<file path="src/rtl/jk_bank_ctrl.sv">
`default_nettype none
// ============================================================================
//  Module   : jk_bank_ctrl
//  Brief    : Command sequencer driving j/k of a bank of JK flip-flops.
//  Revision : 1.0
// ============================================================================
module jk_bank_ctrl #(
    parameter int WIDTH = 8,
    parameter int CNT_W = 8
) (
    input  logic             clk,
    input  logic             rst,
    input  logic             cmd_valid,
    output logic             cmd_ready,
    input  logic [2:0]       cmd_op,
    input  logic [WIDTH-1:0] cmd_mask,
    input  logic [CNT_W-1:0] cmd_steps,
    input  logic             abort,
    output logic [WIDTH-1:0] jk_j,
    output logic [WIDTH-1:0] jk_k,
    output logic [WIDTH-1:0] q,
    output logic             busy,
    output logic             done,
    output logic             err
);

    localparam logic [1:0] S_IDLE  = 2'd0;
    localparam logic [1:0] S_APPLY = 2'd1;
    localparam logic [1:0] S_COUNT = 2'd2;
    localparam logic [1:0] S_DONE  = 2'd3;

    localparam logic [2:0] C_OP_CLEAR  = 3'd1;
    localparam logic [2:0] C_OP_SET    = 3'd2;
    localparam logic [2:0] C_OP_TOGGLE = 3'd3;
    localparam logic [2:0] C_OP_COUNT  = 3'd4;

    localparam logic [CNT_W-1:0] C_CNT_ONE  = CNT_W'(1);
    localparam logic [CNT_W-1:0] C_CNT_ZERO = '0;

    logic [1:0]       r_state;
    logic [1:0]       w_next;
    logic [2:0]       r_op;
    logic [WIDTH-1:0] r_mask;
    logic [CNT_W-1:0] r_cnt;
    logic             r_err;
    logic [WIDTH-1:0] r_q;
    logic [WIDTH-1:0] w_j;
    logic [WIDTH-1:0] w_k;
    logic [WIDTH-1:0] w_carry;

    // ------------------------------------------------------------------
    // State register
    // ------------------------------------------------------------------
    always_ff @(posedge clk) begin
        if (rst) begin
            r_state <= S_IDLE;
        end else begin
            r_state <= w_next;
        end
    end

    // ------------------------------------------------------------------
    // Next-state logic
    // ------------------------------------------------------------------
    always_comb begin
        w_next = r_state;
        case (r_state)
            S_IDLE: begin
                if (cmd_valid) begin
                    case (cmd_op)
                        C_OP_CLEAR, C_OP_SET, C_OP_TOGGLE: w_next = S_APPLY;
                        C_OP_COUNT: w_next = (cmd_steps != C_CNT_ZERO) ? S_COUNT : S_DONE;
                        default:    w_next = S_DONE;
                    endcase
                end
            end
            S_APPLY: w_next = S_DONE;
            // The step sampled together with abort still completes this cycle.
            S_COUNT: begin
                if ((r_cnt == C_CNT_ONE) || abort) begin
                    w_next = S_DONE;
                end
            end
            S_DONE:  w_next = S_IDLE;
            default: w_next = S_IDLE;
        endcase
    end

    // ------------------------------------------------------------------
    // Command latch and step counter
    // ------------------------------------------------------------------
    always_ff @(posedge clk) begin
        if (rst) begin
            r_op   <= 3'd0;
            r_mask <= '0;
            r_cnt  <= '0;
            r_err  <= 1'b0;
        end else if ((r_state == S_IDLE) && cmd_valid) begin
            r_op   <= cmd_op;
            r_mask <= cmd_mask;
            r_cnt  <= cmd_steps;
            r_err  <= (cmd_op > C_OP_COUNT);
        end else if (r_state == S_COUNT) begin
            r_cnt  <= r_cnt - C_CNT_ONE;
        end
    end

    // Increment as a ripple of T-flops: bit i toggles when all lower bits are 1.
    assign w_carry[0] = 1'b1;
    for (genvar gi = 1; gi < WIDTH; gi++) begin : g_carry
        assign w_carry[gi] = &r_q[gi-1:0];
    end

    // ------------------------------------------------------------------
    // Output logic (registers and state only)
    // ------------------------------------------------------------------
    always_comb begin
        w_j       = '0;
        w_k       = '0;
        cmd_ready = (r_state == S_IDLE);
        busy      = (r_state != S_IDLE);
        done      = (r_state == S_DONE);
        err       = (r_state == S_DONE) && r_err;
        case (r_state)
            S_APPLY: begin
                case (r_op)
                    C_OP_CLEAR:  w_k = r_mask;
                    C_OP_SET:    w_j = r_mask;
                    C_OP_TOGGLE: begin
                        w_j = r_mask;
                        w_k = r_mask;
                    end
                    default: begin
                        w_j = '0;
                        w_k = '0;
                    end
                endcase
            end
            S_COUNT: begin
                w_j = w_carry;
                w_k = w_carry;
            end
            default: begin
                w_j = '0;
                w_k = '0;
            end
        endcase
    end

    // JK bank: q+ = j & ~q | ~k & q, per bit.
    always_ff @(posedge clk) begin
        if (rst) begin
            r_q <= '0;
        end else begin
            r_q <= (w_j & ~r_q) | (~w_k & r_q);
        end
    end

    assign jk_j = w_j;
    assign jk_k = w_k;
    assign q    = r_q;

endmodule
`default_nettype wire

</file>
<file path="config.mk">
export PLATFORM = sky130hd
export DESIGN_NAME = jk_bank_ctrl
export DESIGN_NICKNAME = d
export VERILOG_FILES = /design/src/rtl/jk_bank_ctrl.sv
export SDC_FILE = /design/constraint.sdc
export NUM_CORES = 1
export LEC_CHECK = 0
export CORE_UTILIZATION = 40
export DETAILED_ROUTE_END_ITERATION = 10
export PLACE_DENSITY = 0.83
export SLEW_MARGIN = 20
export SYNTH_ARGS = -nofsm -noshare
export SYNTH_HDL_FRONTEND = slang
export SYNTH_SLANG_ARGS = --single-unit
</file>
<file path="constraint.sdc">
create_clock -name clk -period 2.1 [get_ports clk]
set_clock_uncertainty 0.2 [all_clocks]
set_input_delay 0.525 -clock clk [delete_from_list [all_inputs] [get_ports clk]]
set_output_delay 0.525 -clock clk [all_outputs]
set_load 0.02 [all_outputs]
</file>
==> qor.log, run 1 <==
qor: die.start_util 0.4268
qor: worst_setup_path.worstPathArrival 1.65 ns
qor: placement.port_buffers 50
qor: routing.drtAntennaViolNets 0
qor: status.violations setup timing
qor: yosys.synth-seq-cells 30
qor: routing.route.vias.total 1,888
qor: placement.gp_congestion 0.8391
qor: yosys.synth_enable_flop_cells 0
qor: placement.dpl.hpwl 3294 um
qor: cts.numClockSinks 30
qor: die.core_area 3744 um^2
qor: yosys.ys_seq_area_frac 0.3759
qor: pwr.power.leakage 1.177 nW
qor: yosys.yosysWarningCount 0
qor: cts.cts.path.max_buffers 2
qor: cts.clk_root_buffer_cell sky130_fd_sc_hd__clkbuf_8
qor: global_route.grt_first_pass_wirelength 8300 um
qor: timing.timing_worst_slew_pin_value 0.3599 ns
qor: routing.drcViolationCount 0
qor: worst_setup_path.max_stage_delay 0.37 ns
qor: die.die_w 65.20 um
qor: global_route.maximum_number_of_pins_on_one_net_before_global_route_repair 36
qor: pwr.power.ir.vdd_worst 0.0009286 V
qor: routing.detail_route.vias_per_cell 5.537
qor: cells_and_area.n_antenna_cell 0
qor: worst_setup_path.critical_path_peak_fanout 8
qor: yosys.synth_cell_types 34
qor: timing.timing.final.setup_violations 16
qor: worst_hold_path.min-delay-path-class reg -> reg
qor: worst_setup_path.r2r_cells 7
qor: timing.rsz0062_at_grt yes
qor: cells_and_area.finalInstanceArea 2884 um^2
qor: cts.hold_buffers 0
qor: timing.timing.slew.headroom 0.7600
qor: cells_and_area.layout-drive-gt1-share 0.3891
qor: timing.layout_setup_ws -0.2774 ns
qor: placement.pre_cts_ws -0.5247 ns
qor: worst_setup_path.required 1.37 ns
qor: routing.firstDrtPassIters 4
qor: cells_and_area.post_route_non_filler_standard_cell_count 341
qor: placement.placement.cell_area 2509 um^2
qor: global_route.gr-usage-all-layers 0.2561
qor: global_route.first_global_vias 1,797
qor: timing.max_freq 0.4206 GHz
qor: routing.post_drt_wl_per_cell 16.32 um
qor: worst_setup_path.worstPathCellList buf_6, ha_4, and3b_4, nand2_2, a21oi_2, buf_4
qor: yosys.postSynth.topFlopCell sky130_fd_sc_hd__dfxtp_1
qor: cts.clock_insertion_delay_worst_skew 0.29 ns
qor: yosys.post_synth_instance_area 1598 um^2
qor: cts.cts_buffers 5
qor: die.die_y 65.20 um
qor: cells_and_area.fin_util 0.7704
qor: cts.clkTransAtPathRegs 0.06 ns
qor: worst_setup_path.criticalPathCategory reg -> out
qor: status.outcome complete, but fails checks
qor: cells_and_area.filler_cell_count 239
qor: cells_and_area.nets 323
qor: placement.place.detailed.instances 328
qor: yosys.synthesis.instances 212
qor: die.num_rows 22
qor: timing.final_period_minus_worst_setup_slack 2.377 ns
qor: worst_setup_path.cp-start-kind register
qor: yosys.avgSynthCellArea 7.537 um^2
qor: die.num_io_pins 51
qor: flow_run.max_cap_violations 0
qor: worst_setup_path.critical_path.endpoint_type output port
qor: cts.cts_htree_levels 2
qor: cells_and_area.syn2layout_area_growth 80.50%
qor: routing.drt-initial-drc-count 116
qor: die.design.die.area 4251 um^2
qor: worst_setup_path.cpMaxStageDelayCell sky130_fd_sc_hd__dfxtp_4
qor: yosys.synth.net_count 242
qor: global_route.grt_overflow 0
qor: timing.finalCritPeriodShare 1.132
qor: cts.tritoncts yes
qor: pwr.power_per_cell_area 962.3 nW/um^2
qor: timing.finalHoldViolCount 0
qor: timing.timing.final.max_slew_violations 0
qor: global_route.grt_antenna_before_repair 0
qor: yosys.synthArstFlopShare 0
qor: routing.totalWireLength 5564 um
qor: worst_hold_path.whs_path_depth 2
==> synthesized netlist by cell type, types with 2 or more instances <==
master                      number  share of area
sky130_fd_sc_hd__nor4_1          2         0.0078
sky130_fd_sc_hd__nand2b_1        5          0.020
sky130_fd_sc_hd__nand2_1        41          0.096
sky130_fd_sc_hd__xnor2_1         3          0.016
sky130_fd_sc_hd__or3_1           2         0.0078
sky130_fd_sc_hd__and3b_1         2          0.011
sky130_fd_sc_hd__ha_1            7          0.055
sky130_fd_sc_hd__nor2_1         26          0.061
sky130_fd_sc_hd__o2bb2ai_1       5          0.027
sky130_fd_sc_hd__nand3_1         6          0.019
sky130_fd_sc_hd__inv_1           7          0.016
sky130_fd_sc_hd__a21oi_1        28          0.088
sky130_fd_sc_hd__and4_1          2          0.011
sky130_fd_sc_hd__clkbuf_1       11          0.026
sky130_fd_sc_hd__and2_1          2         0.0078
sky130_fd_sc_hd__o21ai_0         6          0.019
sky130_fd_sc_hd__dfxtp_1        30           0.38
sky130_fd_sc_hd__a22oi_1         2         0.0094
sky130_fd_sc_hd__a211oi_1        7          0.033
sky130_fd_sc_hd__xor2_1          4          0.022
==> sequential cells by signal, indices dropped and copies added, names as in the netlist <==
signal / cells
r_err: 1
q: 8
r_mask: 8
r_state: 2
r_cnt: 8
r_op: 3
==> worst max-delay path: cells and delay by family, from the launching register on <==
family / cells / cell delay (ns)
adders and majority gates: 1 / 0.12
DFF: 1 / 0.37
and+or+nand+nor: 2 / 0.38
buffers and inverters: 2 / 0.27
AOI/OAI and AO/OA: 1 / 0.21
==> power by group <==
part / leakage [nW] / internal (mW) / switching (mW)
Sequential: 0.247 / 0.705 / 0.168
Clock: 0.0438 / 0.222 / 0.228
Combinational: 0.886 / 0.657 / 0.796
Total: 1.18 / 1.58 / 1.19
==> cells by family after synthesis <==
kind of cell	Yosys count	share of synthesized area
simple gates	93	0.2709
compound gates	55	0.2122
flops	30	0.3759
buf+inv	20	0.04777
xor+xnor	7	0.03837
fa+ha+maj	7	0.05481
==> placed cells by master, fill, tap and decap left out, drive strengths merged, types with 7 or more instances in the layout <==
cell type      Yosys  final
a211oi             7      7
a21oi             28     28
buf                2     56
clkdlybuf4s50      0     24
dfxtp             30     30
ha                 7      7
inv                7      7
nand2             41     41
nor2              26     26
==> final timing paths <==
check | from | slack [ns] | endpoint
min reg2reg | r_op[0]$_SDFFE_PP0P_ | 0.26 | r_op[0]$_SDFFE_PP0P_
max | r_state[0]$_SDFFE_PP0P_ | -0.28 | jk_k[4]
min | r_op[0]$_SDFFE_PP0P_ | 0.26 | r_op[0]$_SDFFE_PP0P_
max reg2reg | r_state[0]$_SDFFE_PP0P_ | 0.17 | r_cnt[7]$_SDFFE_PP0P_
==> routing by layer <==
layer / wire length (um) / up-vias / global-route usage
met4: 156 / 0 / 0.1250
met2: 2772 / 60 / 0.4227
met5: 0 / - / 0
met1: 2422 / 919 / 0.3191
met3: 212 / 14 / 0.04514
li1: - / 895 / -
==> cell type report <==
cell class | instances | area, um^2 | share of cell area
multi-input combinational | 162 | 1254 | 0.4347
timing repair buffer | 87 | 852.1 | 0.2954
sequential | 30 | 608.1 | 0.2108
clock buffer | 5 | 68.82 | 0.02386
tap | 48 | 60.06 | 0.02082
inverter | 7 | 31.28 | 0.01085
clock inverter | 2 | 10.01 | 0.003471
==> stage by stage <==
stage / setup TNS, ns / hold slack, ns / power [mW]
2_1_floorplan: -0.1589 / 0.2321 / 1.545
3_3_place_gp: -7.433 / 0.2429 / 2.023
3_5_place_dp: -8.195 / 0.2471 / 2.054
4_1_cts: -3.461 / 0.2608 / 2.590
5_1_grt: -4.485 / 0.2836 / 2.927
6_report: -3.756 / 0.2586 / 2.775
==> repair_timing <==
item | in CTS | in global routing
pin swaps | 23 | 12
endpoints found under the setup margin | 21 | 25
resized for setup | 142 | 29
buffers inserted | 3 | 3
Note: power is estimated with default switching activity, not from simulation.
==> run 2: changes to the inputs <==
Settings changed: RECOVER_POWER set to 100.
==> results of run 2 <==
Same layout as run 1: the final DEF is identical, and so are final timing and power.
